==> src/rtl/tomasulo_pkg.sv <==
// ---------------------------------------------------------------------------
// tomasulo_pkg
// Shared definitions for the Tomasulo front end: ALU function codes,
// default datapath widths and the reservation-station entry layout.
// No ports (package).
// ---------------------------------------------------------------------------
package tomasulo_pkg;

    localparam int DEF_DATA_W = 8;
    localparam int DEF_ROB_W  = 3;
    localparam int DEF_RD_W   = 4;

    localparam logic [3:0] FUNC_ADD = 4'b0000;
    localparam logic [3:0] FUNC_SUB = 4'b0001;
    localparam logic [3:0] FUNC_MUL = 4'b0010;
    localparam logic [3:0] FUNC_DIV = 4'b0011;

    // One reservation-station slot at the default widths. qN is the producer
    // ROB tag and is only meaningful while rNok is low.
    typedef struct packed {
        logic                  valid;
        logic [3:0]            func;
        logic [DEF_RD_W-1:0]   rd;
        logic [DEF_ROB_W-1:0]  rob;
        logic                  r1ok;
        logic [DEF_DATA_W-1:0] v1;
        logic [DEF_ROB_W-1:0]  q1;
        logic                  r2ok;
        logic [DEF_DATA_W-1:0] v2;
        logic [DEF_ROB_W-1:0]  q2;
    } rs_entry_t;

endpackage

==> src/rtl/age_select.sv <==
// ---------------------------------------------------------------------------
// age_select
// Age matrix for the reservation station plus an oldest-ready picker.
// Ports:
//   clk, rst_n  : clock / async active-low reset
//   alloc       : an entry is being written this edge
//   alloc_oh    : one-hot slot being written
//   live        : entries that stay valid across this edge (excludes the one
//                 being dispatched)
//   ready       : entries eligible for dispatch
//   grant       : one-hot oldest ready entry (zero if none ready)
// ---------------------------------------------------------------------------
module age_select #(
    parameter int NUM_RS = 4
) (
    input  logic              clk,
    input  logic              rst_n,
    input  logic              alloc,
    input  logic [NUM_RS-1:0] alloc_oh,
    input  logic [NUM_RS-1:0] live,
    input  logic [NUM_RS-1:0] ready,
    output logic [NUM_RS-1:0] grant
);

    // older[i][j] set means entry j is older than entry i.
    logic [NUM_RS-1:0] older [NUM_RS];

    // A new entry is younger than everything still live, and no existing
    // entry may regard it as older, so its column is cleared. This keeps
    // every pair of valid entries strictly ordered, which makes the grant
    // one-hot.
    always_ff @(posedge clk or negedge rst_n) begin
        if (!rst_n) begin
            for (int i = 0; i < NUM_RS; i++) older[i] <= '0;
        end else if (alloc) begin
            for (int i = 0; i < NUM_RS; i++) begin
                if (alloc_oh[i]) older[i] <= live & ~alloc_oh;
                else             older[i] <= older[i] & ~alloc_oh;
            end
        end
    end

    // An entry wins when it is ready and no ready entry is older than it.
    always_comb begin
        grant = '0;
        for (int i = 0; i < NUM_RS; i++)
            grant[i] = ready[i] && ((older[i] & ready) == '0);
    end

endmodule

==> src/rtl/rs_dispatch_sched.sv <==
// ---------------------------------------------------------------------------
// rs_dispatch_sched
// Reservation-station scheduler in front of a single shared execute unit.
// Buffers issued ALU ops, snoops the CDB for pending operand tags, and
// dispatches the oldest ready op whenever the exec unit is free or in its
// last busy cycle.
// Ports:
//   clk1, rst_n                  : clock / async active-low reset
//   iss_*                        : issue handshake and operands
//   cdb_valid/cdb_tag/cdb_data   : common data bus broadcast
//   flush                        : discard all buffered entries
//   ex_*                         : registered dispatch to the exec unit
//   ex_busy                      : exec unit occupied
//   rs_count                     : occupied entries
// Optional (macro RS_STATS_EN): stat_dispatched, stat_stall saturating
// 16-bit counters.
// ---------------------------------------------------------------------------
import tomasulo_pkg::*;

module rs_dispatch_sched #(
    parameter int NUM_RS  = 4,
    parameter int DATA_W  = DEF_DATA_W,
    parameter int ROB_W   = DEF_ROB_W,
    parameter int RD_W    = DEF_RD_W,
    parameter int MUL_LAT = 2,
    parameter int DIV_LAT = 4,
    localparam int CNT_OUT_W = $clog2(NUM_RS + 1)
) (
    input  logic                 clk1,
    input  logic                 rst_n,
    input  logic                 iss_valid,
    output logic                 iss_ready,
    input  logic [3:0]           iss_func,
    input  logic [RD_W-1:0]      iss_rd,
    input  logic [ROB_W-1:0]     iss_rob,
    input  logic                 iss_r1ok,
    input  logic                 iss_r2ok,
    input  logic [DATA_W-1:0]    iss_v1,
    input  logic [DATA_W-1:0]    iss_v2,
    input  logic [ROB_W-1:0]     iss_q1,
    input  logic [ROB_W-1:0]     iss_q2,
    input  logic                 cdb_valid,
    input  logic [ROB_W-1:0]     cdb_tag,
    input  logic [DATA_W-1:0]    cdb_data,
    input  logic                 flush,
    output logic                 ex_valid,
    output logic [3:0]           ex_func,
    output logic [DATA_W-1:0]    ex_rs1_data,
    output logic [DATA_W-1:0]    ex_rs2_data,
    output logic [ROB_W-1:0]     ex_rob_ind,
    output logic [RD_W-1:0]      ex_rd,
    output logic                 ex_busy,
    output logic [CNT_OUT_W-1:0] rs_count
`ifdef RS_STATS_EN
    ,
    output logic [15:0]          stat_dispatched,
    output logic [15:0]          stat_stall
`endif
);

    localparam int MAX_LAT = (MUL_LAT > DIV_LAT) ? MUL_LAT : DIV_LAT;
    localparam int CNT_W   = $clog2(MAX_LAT + 1);

    typedef struct packed {
        logic              valid;
        logic [3:0]        func;
        logic [RD_W-1:0]   rd;
        logic [ROB_W-1:0]  rob;
        logic              r1ok;
        logic [DATA_W-1:0] v1;
        logic [ROB_W-1:0]  q1;
        logic              r2ok;
        logic [DATA_W-1:0] v2;
        logic [ROB_W-1:0]  q2;
    } slot_t;

    slot_t              ent [NUM_RS];
    logic [NUM_RS-1:0]  valid_vec;
    logic [NUM_RS-1:0]  ready_vec;
    logic [NUM_RS-1:0]  alloc_oh;
    logic [NUM_RS-1:0]  grant;
    logic [NUM_RS-1:0]  dispatch_oh;
    logic [NUM_RS-1:0]  live;
    logic               issue_fire;
    logic               dispatch_fire;
    logic [CNT_W-1:0]   busy_cnt;
    logic               byp1_ok;
    logic               byp2_ok;
    logic [DATA_W-1:0]  byp1_v;
    logic [DATA_W-1:0]  byp2_v;
    slot_t              sel;

    function automatic logic [CNT_W-1:0] lat_of(input logic [3:0] f);
        case (f)
            FUNC_ADD, FUNC_SUB: lat_of = CNT_W'(1);
            FUNC_MUL:           lat_of = CNT_W'(MUL_LAT);
            FUNC_DIV:           lat_of = CNT_W'(DIV_LAT);
            default:            lat_of = CNT_W'(1);
        endcase
    endfunction

    // Occupancy and readiness come only from registered state, so an
    // operand captured at one edge makes its op eligible at the next.
    always_comb begin
        valid_vec = '0;
        ready_vec = '0;
        for (int i = 0; i < NUM_RS; i++) begin
            valid_vec[i] = ent[i].valid;
            ready_vec[i] = ent[i].valid && ent[i].r1ok && ent[i].r2ok;
        end
    end

    // Lowest free slot. A slot freed by this edge's dispatch still reads as
    // valid, so it is not reused until the following cycle.
    assign alloc_oh   = ~valid_vec & (valid_vec + NUM_RS'(1));
    assign iss_ready  = !flush && (valid_vec != {NUM_RS{1'b1}});
    assign issue_fire = iss_valid && iss_ready;

    // Dispatch is allowed in the exec unit's last busy cycle so that
    // single-cycle ops stream back to back.
    assign dispatch_fire = !flush && (ready_vec != '0) && (busy_cnt <= CNT_W'(1));
    assign dispatch_oh   = dispatch_fire ? grant : '0;
    assign live          = valid_vec & ~dispatch_oh;
    assign ex_busy       = (busy_cnt != '0);

    // Operands being broadcast on the issue cycle are captured directly.
    assign byp1_ok = iss_r1ok || (cdb_valid && (cdb_tag == iss_q1));
    assign byp2_ok = iss_r2ok || (cdb_valid && (cdb_tag == iss_q2));
    assign byp1_v  = iss_r1ok ? iss_v1 : cdb_data;
    assign byp2_v  = iss_r2ok ? iss_v2 : cdb_data;

    age_select #(.NUM_RS(NUM_RS)) u_age (
        .clk      (clk1),
        .rst_n    (rst_n),
        .alloc    (issue_fire),
        .alloc_oh (alloc_oh),
        .live     (live),
        .ready    (ready_vec),
        .grant    (grant)
    );

    always_comb begin
        sel = '0;
        for (int i = 0; i < NUM_RS; i++)
            if (grant[i]) sel = ent[i];
    end

    always_comb begin
        rs_count = '0;
        for (int i = 0; i < NUM_RS; i++)
            rs_count = rs_count + CNT_OUT_W'(valid_vec[i]);
    end

    // Entry storage: issue write, dispatch free and CDB snoop. The issue
    // slot is always invalid, so it never collides with dispatch or snoop.
    always_ff @(posedge clk1 or negedge rst_n) begin
        if (!rst_n) begin
            for (int i = 0; i < NUM_RS; i++) ent[i] <= '0;
        end else if (flush) begin
            for (int i = 0; i < NUM_RS; i++) ent[i].valid <= 1'b0;
        end else begin
            for (int i = 0; i < NUM_RS; i++) begin
                if (issue_fire && alloc_oh[i]) begin
                    ent[i].valid <= 1'b1;
                    ent[i].func  <= iss_func;
                    ent[i].rd    <= iss_rd;
                    ent[i].rob   <= iss_rob;
                    ent[i].r1ok  <= byp1_ok;
                    ent[i].v1    <= byp1_v;
                    ent[i].q1    <= iss_q1;
                    ent[i].r2ok  <= byp2_ok;
                    ent[i].v2    <= byp2_v;
                    ent[i].q2    <= iss_q2;
                end else begin
                    if (dispatch_oh[i]) ent[i].valid <= 1'b0;
                    if (ent[i].valid && !ent[i].r1ok && cdb_valid && (ent[i].q1 == cdb_tag)) begin
                        ent[i].r1ok <= 1'b1;
                        ent[i].v1   <= cdb_data;
                    end
                    if (ent[i].valid && !ent[i].r2ok && cdb_valid && (ent[i].q2 == cdb_tag)) begin
                        ent[i].r2ok <= 1'b1;
                        ent[i].v2   <= cdb_data;
                    end
                end
            end
        end
    end

    // Registered dispatch outputs and exec occupancy. The busy counter
    // keeps running through a flush because the exec unit cannot abort.
    always_ff @(posedge clk1 or negedge rst_n) begin
        if (!rst_n) begin
            ex_valid    <= 1'b0;
            ex_func     <= '0;
            ex_rs1_data <= '0;
            ex_rs2_data <= '0;
            ex_rob_ind  <= '0;
            ex_rd       <= '0;
            busy_cnt    <= '0;
        end else begin
            ex_valid <= dispatch_fire;
            if (dispatch_fire) begin
                ex_func     <= sel.func;
                ex_rs1_data <= sel.v1;
                ex_rs2_data <= sel.v2;
                ex_rob_ind  <= sel.rob;
                ex_rd       <= sel.rd;
                busy_cnt    <= lat_of(sel.func);
            end else if (busy_cnt != '0) begin
                busy_cnt <= busy_cnt - CNT_W'(1);
            end
        end
    end

`ifdef RS_STATS_EN
    // Saturating statistics; a stall is a cycle where something is ready
    // but the exec unit is still occupied beyond its last cycle.
    always_ff @(posedge clk1 or negedge rst_n) begin
        if (!rst_n) begin
            stat_dispatched <= '0;
            stat_stall      <= '0;
        end else begin
            if (dispatch_fire && (stat_dispatched != 16'hFFFF))
                stat_dispatched <= stat_dispatched + 16'd1;
            if (!flush && (ready_vec != '0) && (busy_cnt > CNT_W'(1)) && (stat_stall != 16'hFFFF))
                stat_stall <= stat_stall + 16'd1;
        end
    end
`endif

endmodule

==> config.mk <==
export PLATFORM = sky130hd
export DESIGN_NAME = rs_dispatch_sched
export DESIGN_NICKNAME = d
export VERILOG_FILES = /design/src/rtl/tomasulo_pkg.sv /design/src/rtl/age_select.sv /design/src/rtl/rs_dispatch_sched.sv
export SDC_FILE = /design/constraint.sdc
export NUM_CORES = 1
export LEC_CHECK = 0
export CAP_MARGIN = 20
export CORE_MARGIN = 2
export CORE_UTILIZATION = 26
export CTS_CLUSTER_DIAMETER = 200
export DETAILED_ROUTE_END_ITERATION = 6
export PLACE_DENSITY = 0.47
export SYNTH_ARGS = -nofsm -noshare
export SYNTH_HDL_FRONTEND = slang
export SYNTH_SLANG_ARGS = --single-unit
==> constraint.sdc <==
create_clock -name clk1 -period 3.1 [get_ports clk1]
set_clock_uncertainty 0.1 [all_clocks]
set_input_delay 0.62 -clock clk1 [delete_from_list [all_inputs] [get_ports clk1]]
set_output_delay 0.62 -clock clk1 [all_outputs]
set_load 0.05 [all_outputs]
Word-level counts from Yosys, hierarchy flattened --
Index checks and enable logic that the tools add are counted.
Word-level totals: flip-flop bits (word level) 191, input bits 51, output and inout port bits 33, word-level logic and storage cells 215
Cells by class: add/sub/neg operators 5, $lt $le $gt $ge 1, equal/unequal tests 13, muxes and demuxes 42, bitwise gates (word level) 15, reductions and logical operators 88
Operators with widths (number):
- $mux 9 | 16
- $mux 35 | 4
- $logic_and 1x1->1 | 46
- $and 4x4->4 | 11
- $eq 3x3->1 | 10
- $reduce_and 2->1 | 12
- $mux 4 | 5
- $reduce_bool 2->1 | 9
- $logic_not 4->1 | 4
- $mux 8 | 2
- $reduce_bool 3->1 | 5
- $mux 1 | 12
- $not 4->4 | 3
- $logic_not 1->1 | 9
- $eq 4x2->1 const B | 2
- $mux 3 | 2
- $pmux 3 s2 | 1
- $add 4x1->4 const B | 1
- $ne 4x4->1 const B | 1
- $reduce_bool 4->1 | 1
- $add 2x1->3 | 1
- $add 3x1->3 | 1
- $le 3x1->1 const B | 1
- $sub 3x1->3 const B | 1
- 3 further kinds | 4

Depth between registers and ports, before layout --
Gate-level depths: netlist of the first run.
depth after elaboration 12, depth in mapped cells 10, mapped depth without buffers 8

Modules after synthesis --
Synthesis of the first run repeated with hierarchy kept, for this count alone.
Unflattened totals: cells, all modules 789, area total of the unflattened synthesis 9898.2 um^2
By module, submodules not included:
- rs_dispatch_sched | times used 1, cells each 706, area an instance 8959.8 um^2, seq. area each 4379.2 um^2
- age_select | times used 1, cells each 83, area an instance 938.4 um^2, seq. area each 400.4 um^2

Worst setup path before layout of the first run --
Ideal clock, no wire load.
path kind input port to flip-flop, from input flush, to register ent[23] (netlist bit), setup time 0.078 ns, arrival 2.536 ns, required time 2.922 ns, path slack 0.386 ns, stages 8, buffers on the path 2, cell sequence a31oi_2 nand4_1 or3_1 buf_2 a21oi_4 buf_2 nor2_1 a21oi_1
Between the ends: longest elaborated chain between the ends 6, elaborated cells between the ends (all ways) 8, classes of those cells mux: 1; bitwise: 1; reduce/logical: 6
Ends and longest elaborated chain:
- start: declaration | RTL line rs_dispatch_sched.sv:45 | input logic flush,
- $logic_not 1->1 | RTL line rs_dispatch_sched.sv:116 | assign iss_ready = !flush && (valid_vec != {NUM_RS{1'b1}});
- $logic_and 1x1->1 | RTL line rs_dispatch_sched.sv:116
- $logic_and 1x1->1 | RTL line rs_dispatch_sched.sv:117 | assign issue_fire = iss_valid && iss_ready;
- $logic_and 1x1->1 | RTL line rs_dispatch_sched.sv:163 | if (issue_fire && alloc_oh[i]) begin
- $reduce_bool 2->1 (no line)
- $reduce_and 2->1 (no line)
- end: declaration | RTL line rs_dispatch_sched.sv:77 | slot_t ent [NUM_RS];
Parallel ways exist; a longest one is shown, timed or not. A chain may end at the register's enable or synchronous reset.

Worst setup path in the final report of the first run --
from register ent[143] (netlist bit), to output rs_count[1]
Between the ends: longest elaborated chain between the ends 3
Ends and longest elaborated chain:
- $add 1x1->2 | RTL line rs_dispatch_sched.sv:151 | rs_count = rs_count + CNT_OUT_W'(valid_vec[i]);
- $add 2x1->3 | RTL line rs_dispatch_sched.sv:151
- $add 3x1->3 | RTL line rs_dispatch_sched.sv:151
- end: declaration | RTL line rs_dispatch_sched.sv:53 | output logic [CNT_OUT_W-1:0] rs_count
No other way between the ends.

==> impl_metrics.env, run 1 <==
export IMPL_grt_max_degree=69
export IMPL_rsz0062_at_grt="false"
export IMPL_fillers=3704
export IMPL_totalWireLength_um=27800
export IMPL_io_buffer_count=83
export IMPL_numCtsBuffers=17
export IMPL_status="finished clean"
export IMPL_drv_cap=0
export IMPL_hp_class="primary input to async pin"
export IMPL_synth_nets=1069
export IMPL_cts_path_max_buffers=2
export IMPL_syn_to_final_growth_pct=23.2
export IMPL_crit_path_start_kind="register"
export IMPL_die_area_um2=37000
export IMPL_drc=0
export IMPL_synth_seq_area_share_pct=51.9
export IMPL_critPathTopFamily="adder cells"
export IMPL_synth_top_cell_area_share_pct=51.9
export IMPL_antenna_found_initial=0
export IMPL_yosysTopAreaCell="dfrtp_1"
export IMPL_gr_usage_all_layers_pct=15.7
export IMPL_cts_sinks=191
export IMPL_clock_latency_ps=440
export IMPL_num_rows=68
export IMPL_max_freq_mhz=337
export IMPL_antenna_left=0
export IMPL_dp_cells=1522
export IMPL_worstSetupPathType="register to output pin"
export IMPL_h_tree_depth=4
export IMPL_io_pins=84
export IMPL_dr_pass1_iters=5
export IMPL_setup_viol=0
export IMPL_max_vdd_ir_drop_mv=0.504
export IMPL_syn_inst=1011
export IMPL_grt_pass1_vias=7510
export IMPL_r2r_start="ent[35]$_DFFE_PN0P_"
export IMPL_maxSlewHeadroom_pct=37.0
export IMPL_cp_max_fo=10
export IMPL_initial_core_util_pct=26.5
export IMPL_place_congestion=0.757
export IMPL_syn_area_um2=9220
export IMPL_grt_overflow=0
export IMPL_grt_first_pass_wirelength_um=44200
export IMPL_viasPerCell=4.75
export IMPL_root_buffer="clkbuf_16"
export IMPL_critical_path_slowest_cell="fa_1"
export IMPL_fin_crit_ps=2970
export IMPL_drtIter0Drc=507
export IMPL_tns_ps=0
export IMPL_crit_chain="inv_1, fa_1, inv_1, ha_1, ha_1, buf_12"
export IMPL_synth_flop_cell="dfrtp_1"
export IMPL_startpoint="ent[143]$_DFFE_PN0P_"
export IMPL_finalCritPeriodShare_pct=95.7
export IMPL_die_h_um=192
export IMPL_arrival_ps=2250
export IMPL_end_kind="output pin"
export IMPL_worst_endpoint_required_ps=2380
export IMPL_die_w_um=192
export IMPL_syn_area_per_cell_um2=9.12
export IMPL_final_hold_violation_count=0
export IMPL_p_leak_nw=5.37
export IMPL_synth_edf_count=0
export IMPL_slew_viol_final=0
export IMPL_drive_gt1_share_pct=9.07
export IMPL_yosys_top_cells_count="nand2_1 (250), dfrtp_1 (191), nor2_1 (102), a21oi_1 (96), mux2i_1 (64)"
export IMPL_core_um2=34700
export IMPL_hpwl_um=18800
export IMPL_stdcell_count=1557
export IMPL_synth_area_top_cells="dfrtp_1 (52%), nand2_1 (10%), mux2i_1 (7.0%)"
export IMPL_critical_path_buf_inv_count=3
export IMPL_synth_most_common_cell="nand2_1"
export IMPL_clk_pin_slew_ps=80
export IMPL_powerDensity_nw_per_um2=667
export IMPL_antenna_cells=0
export IMPL_routedWlPerCell_um=17.8
export IMPL_slowest_delay_ps=510
export IMPL_synthArstFlopShare_pct=100
export IMPL_worst_slew_pin_slew_ps=942
export IMPL_yosysWarningCount=0
export IMPL_synth_cell_types=50
export IMPL_synth_seq_cells=191
export IMPL_nets=1147
export IMPL_tritoncts="yes"
export IMPL_vias=7397
## worst reg2reg max path: stages (launching register included)
cell and delay [ps]:
dfrtp_2 470, buf_4 170, ha_1 230, a31oi_2 230, nand4_1 180, buf_4 190
nor3_2 180, nand2_1 410, mux2i_1 310, a21oi_1 90
## what timing repair did
item	in CTS	in global routing
resized for setup	2	1
setup endpoints to repair	1	1
setup buffers	0	3
pin swaps	0	0
hold buffers	0	0
## power breakdown
group          total [W]  switching, W  internal, W
logic            0.00200       0.00125     0.000749
clock network    0.00226       0.00111      0.00116
registers        0.00330      0.000321      0.00298
total            0.00757       0.00268      0.00489
## cell type report
cell class | count | area [µm²] | share of cell area [%]
flip-flops and latches | 191 | 4780 | 42.1
multi-input cells | 744 | 4120 | 36.3
repair buffers | 126 | 1250 | 11.0
well taps | 455 | 569 | 5.01
clock buffers | 17 | 425 | 3.75
clock inverters | 15 | 173 | 1.52
inverters | 9 | 33.8 | 0.298
## metal layers
layer / vias up / wire length, µm / global-route usage [%]
li1: 3612 / - / -
met1: 3631 / 13700 / 22.1
met2: 131 / 12900 / 25.0
met3: 23 / 806 / 2.38
met4: 0 / 422 / 4.43
met5: - / 0 / 0
## cell usage in the layout (no fill, tap or decap), drive strengths merged, types with 18 or more instances in the layout
cell and count:
nand2 250, dfrtp 191, nor2 103, a21oi 100
clkdlybuf4s50 78, mux2i 64, buf 47, o21ai 42
nor3 35, a221oi 25, xnor2 24, nand3 20
clkbuf 18
## cell families after synthesis
kind of cell	count (synthesis)	synth area share, %
simple gates	452	21.0
flops	191	51.9
compound gates	187	12.3
buf+inv	76	3.57
mux	67	7.32
xor+xnor	31	2.95
fa+ha+maj	7	1.03
## state kept, by name, indices dropped and copies added, names as in the netlist, named ones only
register / flops
busy_cnt: 3
ex_func: 4
u_age.older: 15
ex_valid: 1
ex_rob_ind: 3
ex_rd: 4
ex_rs2_data: 8
ex_rs1_data: 8
ent: 144
## per-stage QoR
stage | setup WS [ps] | area [µm²] | hold WS [ps] | util [%] | power [W]
global placement | 233 | 10700 | 352 | 30.9 | 0.00535
detailed placement | 251 | 10700 | 359 | 30.9 | 0.00538
global route | 13.2 | 11400 | 123 | 32.7 | 0.00800
floorplan | 386 | 9220 | 224 | - | 0.00458
finish | 135 | 11400 | 96.6 | 32.7 | 0.00757
CTS | 43.5 | 11300 | 115 | 32.6 | 0.00766
## final timing paths
kind                            slack [ps]             endpoint  cells past startpoint
worst max-delay path                   130          rs_count[1]                      6
worst min-delay path                   100  ent[73]$_DFFE_PN0P_                      1
worst max register to register         410  ent[21]$_DFFE_PN0P_                      9
worst min register to register         380  ent[26]$_DFFE_PN0P_                      2
max in group asynchronous             2030  ent[78]$_DFFE_PN0P_                      2
min in group clk1                      380  ent[26]$_DFFE_PN0P_                      2
Power figures use the tool's default switching activity.
==> run 2, diff against run 1 <==
--- a/config.mk
+++ b/config.mk
@@ -7,10 +7,10 @@
 export LEC_CHECK = 0
 export CAP_MARGIN = 20
 export CORE_MARGIN = 2
-export CORE_UTILIZATION = 26
+export CORE_UTILIZATION = 40
 export CTS_CLUSTER_DIAMETER = 200
 export DETAILED_ROUTE_END_ITERATION = 6
-export PLACE_DENSITY = 0.47
+export PLACE_DENSITY = 0.64
 export SYNTH_ARGS = -nofsm -noshare
 export SYNTH_HDL_FRONTEND = slang
 export SYNTH_SLANG_ARGS = --single-unit
==> run 2 against run 1 <==
First-iteration DRC count up 9.9%. Clock power rose by 11%. Cell count shrank 11%. Core utilization up 16 points. Non-clock buffer count decreased by 4.
==> impl_metrics.env, run 2 (synthesis results as in run 1) <==
export IMPL_die_h_um=156
export IMPL_clock_latency_ps=440
export IMPL_worstSetupPathType="register to output pin"
export IMPL_die_area_um2=24300
export IMPL_cp_max_fo=11
export IMPL_cts_setup_buffers=0
export IMPL_dp_cells=1351
export IMPL_cts_sinks=191
export IMPL_worst_endpoint_required_ps=2380
export IMPL_num_rows=55
export IMPL_slowest_delay_ps=550
export IMPL_viasPerCell=5.42
export IMPL_post_cts_resized=1
export IMPL_io_buffer_count=83
export IMPL_drtIter0Drc=557
export IMPL_vias=7501
export IMPL_io_pins=84
export IMPL_largest_register="ent"
export IMPL_critical_path_slowest_cell="fa_1"
export IMPL_crit_path_start_kind="register"
export IMPL_ctsHoldBuffers=0
export IMPL_dr_pass1_iters=5
export IMPL_grt_pass1_vias=7796
export IMPL_maxSlewHeadroom_pct=38.3
export IMPL_setup_viol=0
export IMPL_final_hold_violation_count=0
export IMPL_antenna_cells=0
export IMPL_nets=1143
export IMPL_place_congestion=0.854
export IMPL_crit_chain="inv_1, fa_1, inv_1, ha_1, ha_1, buf_12"
export IMPL_h_tree_depth=4
export IMPL_final_core_util_pct=49.2
export IMPL_die_w_um=156
export IMPL_initial_core_util_pct=40.7
export IMPL_largest_reg_flops=144
export IMPL_arrival_ps=2290
export IMPL_routedWlPerCell_um=18.2
export IMPL_totalWireLength_um=25200
export IMPL_core_um2=22600
export IMPL_worst_slew_pin_slew_ps=922
export IMPL_p_leak_nw=5.38
export IMPL_cts_path_max_buffers=2
export IMPL_multi_input_area_um2=4110
export IMPL_slew_viol_final=0
export IMPL_fin_crit_ps=3010
export IMPL_rsz0062_at_grt="false"
export IMPL_seqCellArea_um2=4780
export IMPL_tritoncts="yes"
export IMPL_clk_pin_slew_ps=70
export IMPL_root_buffer="clkbuf_16"
export IMPL_fillers=2112
export IMPL_final_common_cell="nand2_1"
export IMPL_status="finished clean"
export IMPL_grt_max_degree=75
export IMPL_drv_cap=0
export IMPL_tns_ps=0
export IMPL_hpwl_um=17100
export IMPL_numCtsBuffers=17
export IMPL_antenna_left=0
export IMPL_finalCritPeriodShare_pct=97.0
export IMPL_hp_class="primary input to async pin"
export IMPL_critical_path_buf_inv_count=3
export IMPL_stdcell_count=1383
export IMPL_drive_gt1_share_pct=8.56
export IMPL_max_vdd_ir_drop_mv=0.375
export IMPL_antenna_found_initial=0
export IMPL_max_freq_mhz=333
export IMPL_grt_first_pass_wirelength_um=41500
export IMPL_syn_to_final_growth_pct=20.8
export IMPL_powerDensity_nw_per_um2=700
export IMPL_r2r_start="ent[71]$_DFFE_PN0P_"
export IMPL_final_cell_mix="nand2_1 (250), dfrtp_1 (190), nor2_1 (102)"
export IMPL_grt_overflow=0
export IMPL_critPathTopFamily="adder cells"
export IMPL_end_kind="output pin"
export IMPL_drc=0
export IMPL_layout_top_registers="ent x144, u_age.older x15"
export IMPL_gr_usage_all_layers_pct=21.8
export IMPL_startpoint="ent[35]$_DFFE_PN0P_"
-- run 2: final timing paths --
check | end | slack, ps | cells past startpoint
setup reg to reg | ent[79]$_DFFE_PN0P_ | 420 | 8
hold / removal | ent[113]$_DFFE_PN0P_ | 100 | 1
setup / recovery | rs_count[1] | 90 | 6
min in group clk1 | ent[97]$_DFFE_PN0P_ | 380 | 2
max in group asynchronous | ent[100]$_DFFE_PN0P_ | 1980 | 2
hold reg to reg | ent[97]$_DFFE_PN0P_ | 380 | 2
-- run 2: power by group --
group	internal, W	leakage [nW]	switching [W]
sequential	0.00298	2.46	0.000319
clock	0.00146	0.318	0.00104
combinational	0.000745	2.59	0.00125
-- run 2: metal layers --
| layer | wire length [µm] | global-route usage, % | part of all wire, % | up-vias |
|---|---|---|---|---|
| met4 | 450 | 5.99 | 1.8 | 0 |
| met2 | 11800 | 35.9 | 47 | 221 |
| met5 | 0 | 0 | 0 | - |
| li1 | - | - | - | 3598 |
| met3 | 1230 | 3.97 | 4.9 | 36 |
| met1 | 11600 | 29.8 | 46 | 3646 |
-- run 2: metrics by stage --
stage                     area, µm²  hold slack [ps]  power (W)  setup WS, ps
final                         11100             98.7    0.00780          94.0
after floorplan                9220              224    0.00458           386
after CTS                     11100              125    0.00785          92.8
after global placement        10500              358    0.00529           185
after detailed placement      10500              363    0.00535           104
after global routing          11100              141    0.00820          28.4
-- run 2: layout make-up --
cell class                      count  share of cell area, %
Sequential cell                   191                   42.9
Clock inverter                     15                   2.21
Multi-Input combinational cell    744                   36.9
Clock buffer                       17                   3.82
Timing Repair Buffer              122                   10.6
Inverter                            9                  0.303
Tap cell                          285                   3.20
-- run 2: worst register-to-register path: stages (launching register included) --
cell and delay [ps]:
dfrtp_1 390, buf_4 180, ha_1 210, a31oi_2 250, nand2_1 210, nor3_2 380
nand2_1 420, mux2i_1 260, o21ai_0 110
==> run 3, diff against run 2 <==
--- a/config.mk
+++ b/config.mk
@@ -11,6 +11,7 @@
 export CTS_CLUSTER_DIAMETER = 200
 export DETAILED_ROUTE_END_ITERATION = 6
 export PLACE_DENSITY = 0.64
+export SKIP_CTS_REPAIR_TIMING = 1
 export SYNTH_ARGS = -nofsm -noshare
 export SYNTH_HDL_FRONTEND = slang
 export SYNTH_SLANG_ARGS = --single-unit
==> constraint.sdc (replaced) <==
create_clock -name clk1 -period 2.8 [get_ports clk1]
set_clock_uncertainty 0.1 [all_clocks]
set_input_delay 0.56 -clock clk1 [delete_from_list [all_inputs] [get_ports clk1]]
set_output_delay 0.56 -clock clk1 [all_outputs]
set_load 0.05 [all_outputs]
==> run 3 against run 2 <==
The run now ends with hold timing left. Non-clock buffer count grew 24. Design area grew 1.4%. Core utilization grew 0.70 points. Die area is the same. Sequential share of layout area shrank 0.59 points. Critical path type unchanged.
==> impl_metrics.env, run 3 (synthesis results as in run 1) <==
export IMPL_final_common_cell="nand2_1"
export IMPL_fin_crit_ps=2740
export IMPL_die_area_um2=24300
export IMPL_cts_sinks=191
export IMPL_sw_frac_of_total_pct=33.9
export IMPL_design_area_um2=11300
export IMPL_clk_pin_slew_ps=70
export IMPL_final_cell_mix="nand2_1 (250), dfrtp_1 (189), nor2_1 (102)"
export IMPL_vias=7583
export IMPL_r2r_cells=7
export IMPL_grt_max_degree=81
export IMPL_maxSlewHeadroom_pct=58.4
export IMPL_hpwl_um=17100
export IMPL_h_tree_depth=4
export IMPL_powerDensity_nw_per_um2=733
export IMPL_violations="hold timing"
export IMPL_clock_latency_ps=420
export IMPL_slowest_delay_ps=530
export IMPL_worstReg2RegEnd="busy_cnt[1]$_DFFE_PN0P_"
export IMPL_syn_to_final_growth_pct=22.5
export IMPL_viasPerCell=5.39
export IMPL_tritoncts="yes"
export IMPL_setup_viol=0
export IMPL_p_int_w=0.00547
export IMPL_finalCritPeriodShare_pct=97.7
export IMPL_clkPwrFrac_pct=29.1
export IMPL_p_seq_share_pct=44.1
export IMPL_largest_reg_flops=144
export IMPL_grt_overflow=0
export IMPL_worst_slew_pin_slew_ps=624
export IMPL_drc=0
export IMPL_slew_viol_final=0
export IMPL_worst_endpoint_required_ps=2140
export IMPL_initial_core_util_pct=40.7
export IMPL_rrSetupSlack_ps=260
export IMPL_num_rows=55
export IMPL_crit_chain="inv_2, fa_1, inv_1, ha_1, ha_4, buf_12"
export IMPL_drv_cap=0
export IMPL_root_buffer="clkbuf_16"
export IMPL_routedWlPerCell_um=17.9
export IMPL_pwr_share_comb_pct=26.9
export IMPL_hp_class="primary input to async pin"
export IMPL_grt_first_pass_wirelength_um=41100
export IMPL_gr_usage_all_layers_pct=21.6
export IMPL_crit_path_start_kind="register"
export IMPL_die_h_um=156
export IMPL_p_total_w=0.00828
export IMPL_fillers=2099
export IMPL_dr_pass1_iters=5
export IMPL_cp_max_fo=5
export IMPL_p_leak_nw=5.46
export IMPL_antenna_cells=0
export IMPL_p_sw_w=0.00281
export IMPL_r2r_start="ent[11]$_DFFE_PN0P_"
export IMPL_arrival_ps=2080
export IMPL_place_area_um2=10700
export IMPL_antenna_found_initial=1
export IMPL_status="finished, violations left"
export IMPL_antenna_left=0
export IMPL_place_congestion=0.822
export IMPL_totalWireLength_um=25200
export IMPL_max_freq_mhz=365
export IMPL_end_kind="output pin"
export IMPL_io_pins=84
export IMPL_layout_top_registers="ent x144, u_age.older x15"
export IMPL_final_hold_violation_count=3
export IMPL_die_w_um=156
export IMPL_io_buffer_count=83
export IMPL_critical_path_slowest_cell="fa_1"
export IMPL_drive_gt1_share_pct=10.7
export IMPL_largest_register="ent"
export IMPL_startpoint="ent[35]$_DFFE_PN0P_"
export IMPL_grt_pass1_vias=7526
export IMPL_max_vdd_ir_drop_mv=0.431
export IMPL_core_um2=22600
export IMPL_whs_ps=-5.98
export IMPL_nets=1167
export IMPL_numCtsBuffers=17
export IMPL_worstSetupPathType="register to output pin"
export IMPL_tns_ps=0
export IMPL_drtIter0Drc=716
export IMPL_cts_path_max_buffers=2
[run 3: power groups by stage]
stage / clock network [W] / registers [W] / logic (W)
CTS: 0.00245 / 0.00365 / 0.00224
detailed placement: 0 / 0.00370 / 0.00223
floorplan: 0 / 0.00422 / 0.000853
global route: 0.00256 / 0.00372 / 0.00242
global placement: 0 / 0.00369 / 0.00219
finish: 0.00241 / 0.00365 / 0.00222
[run 3: critical path: cells and delay by family, from the launching register on]
kind       cells  cell delay (ps)
flops          1              400
buf+inv        3              230
fa+ha+maj      3             1010
[run 3: per-layer routing]
metal | share of wire (%) | vias to the layer above | track usage, %
met3 | 4.4 | 33 | 3.03
met5 | 0.052 | - | 0
li1 | - | 3651 | -
met2 | 47 | 198 | 34.4
met4 | 1.8 | 2 | 6.12
met1 | 47 | 3699 | 30.9
[run 3: worst max-delay path by stage]
stage	end	slack [ps]	cells past startpoint
finish	rs_count[1]	60	6
global route	rs_count[1]	-5	6
CTS	rs_count[1]	-150	6
detailed placement	ent[23]$_DFFE_PN0P_	150	8
global placement	ent[21]$_DFFE_PN0P_	150	8
floorplan	ent[23]$_DFFE_PN0P_	90	9
[run 3: cell type report]
type	instances	area [µm²]	area share [%]
clock inverters	13	138	1.22
well taps	285	357	3.16
inverters	9	33.8	0.299
multi-input cells	744	4130	36.5
repair buffers	146	1430	12.6
clock buffers	19	433	3.83
flip-flops and latches	191	4780	42.3
[run 3: through the flow]
| stage | cells | utilization (%) | setup slack [ps] | hold slack, ps |
|---|---|---|---|---|
| after global placement | 1372 | 47.2 | 150 | 359 |
| after floorplan | 1011 | - | 90.3 | 164 |
| final | 1407 | 49.9 | 63.1 | -5.98 |
| after detailed placement | 1372 | 47.2 | 147 | 362 |
| after CTS | 1404 | 49.7 | -152 | 17.5 |
| after global routing | 1407 | 49.9 | -4.57 | 24.2 |
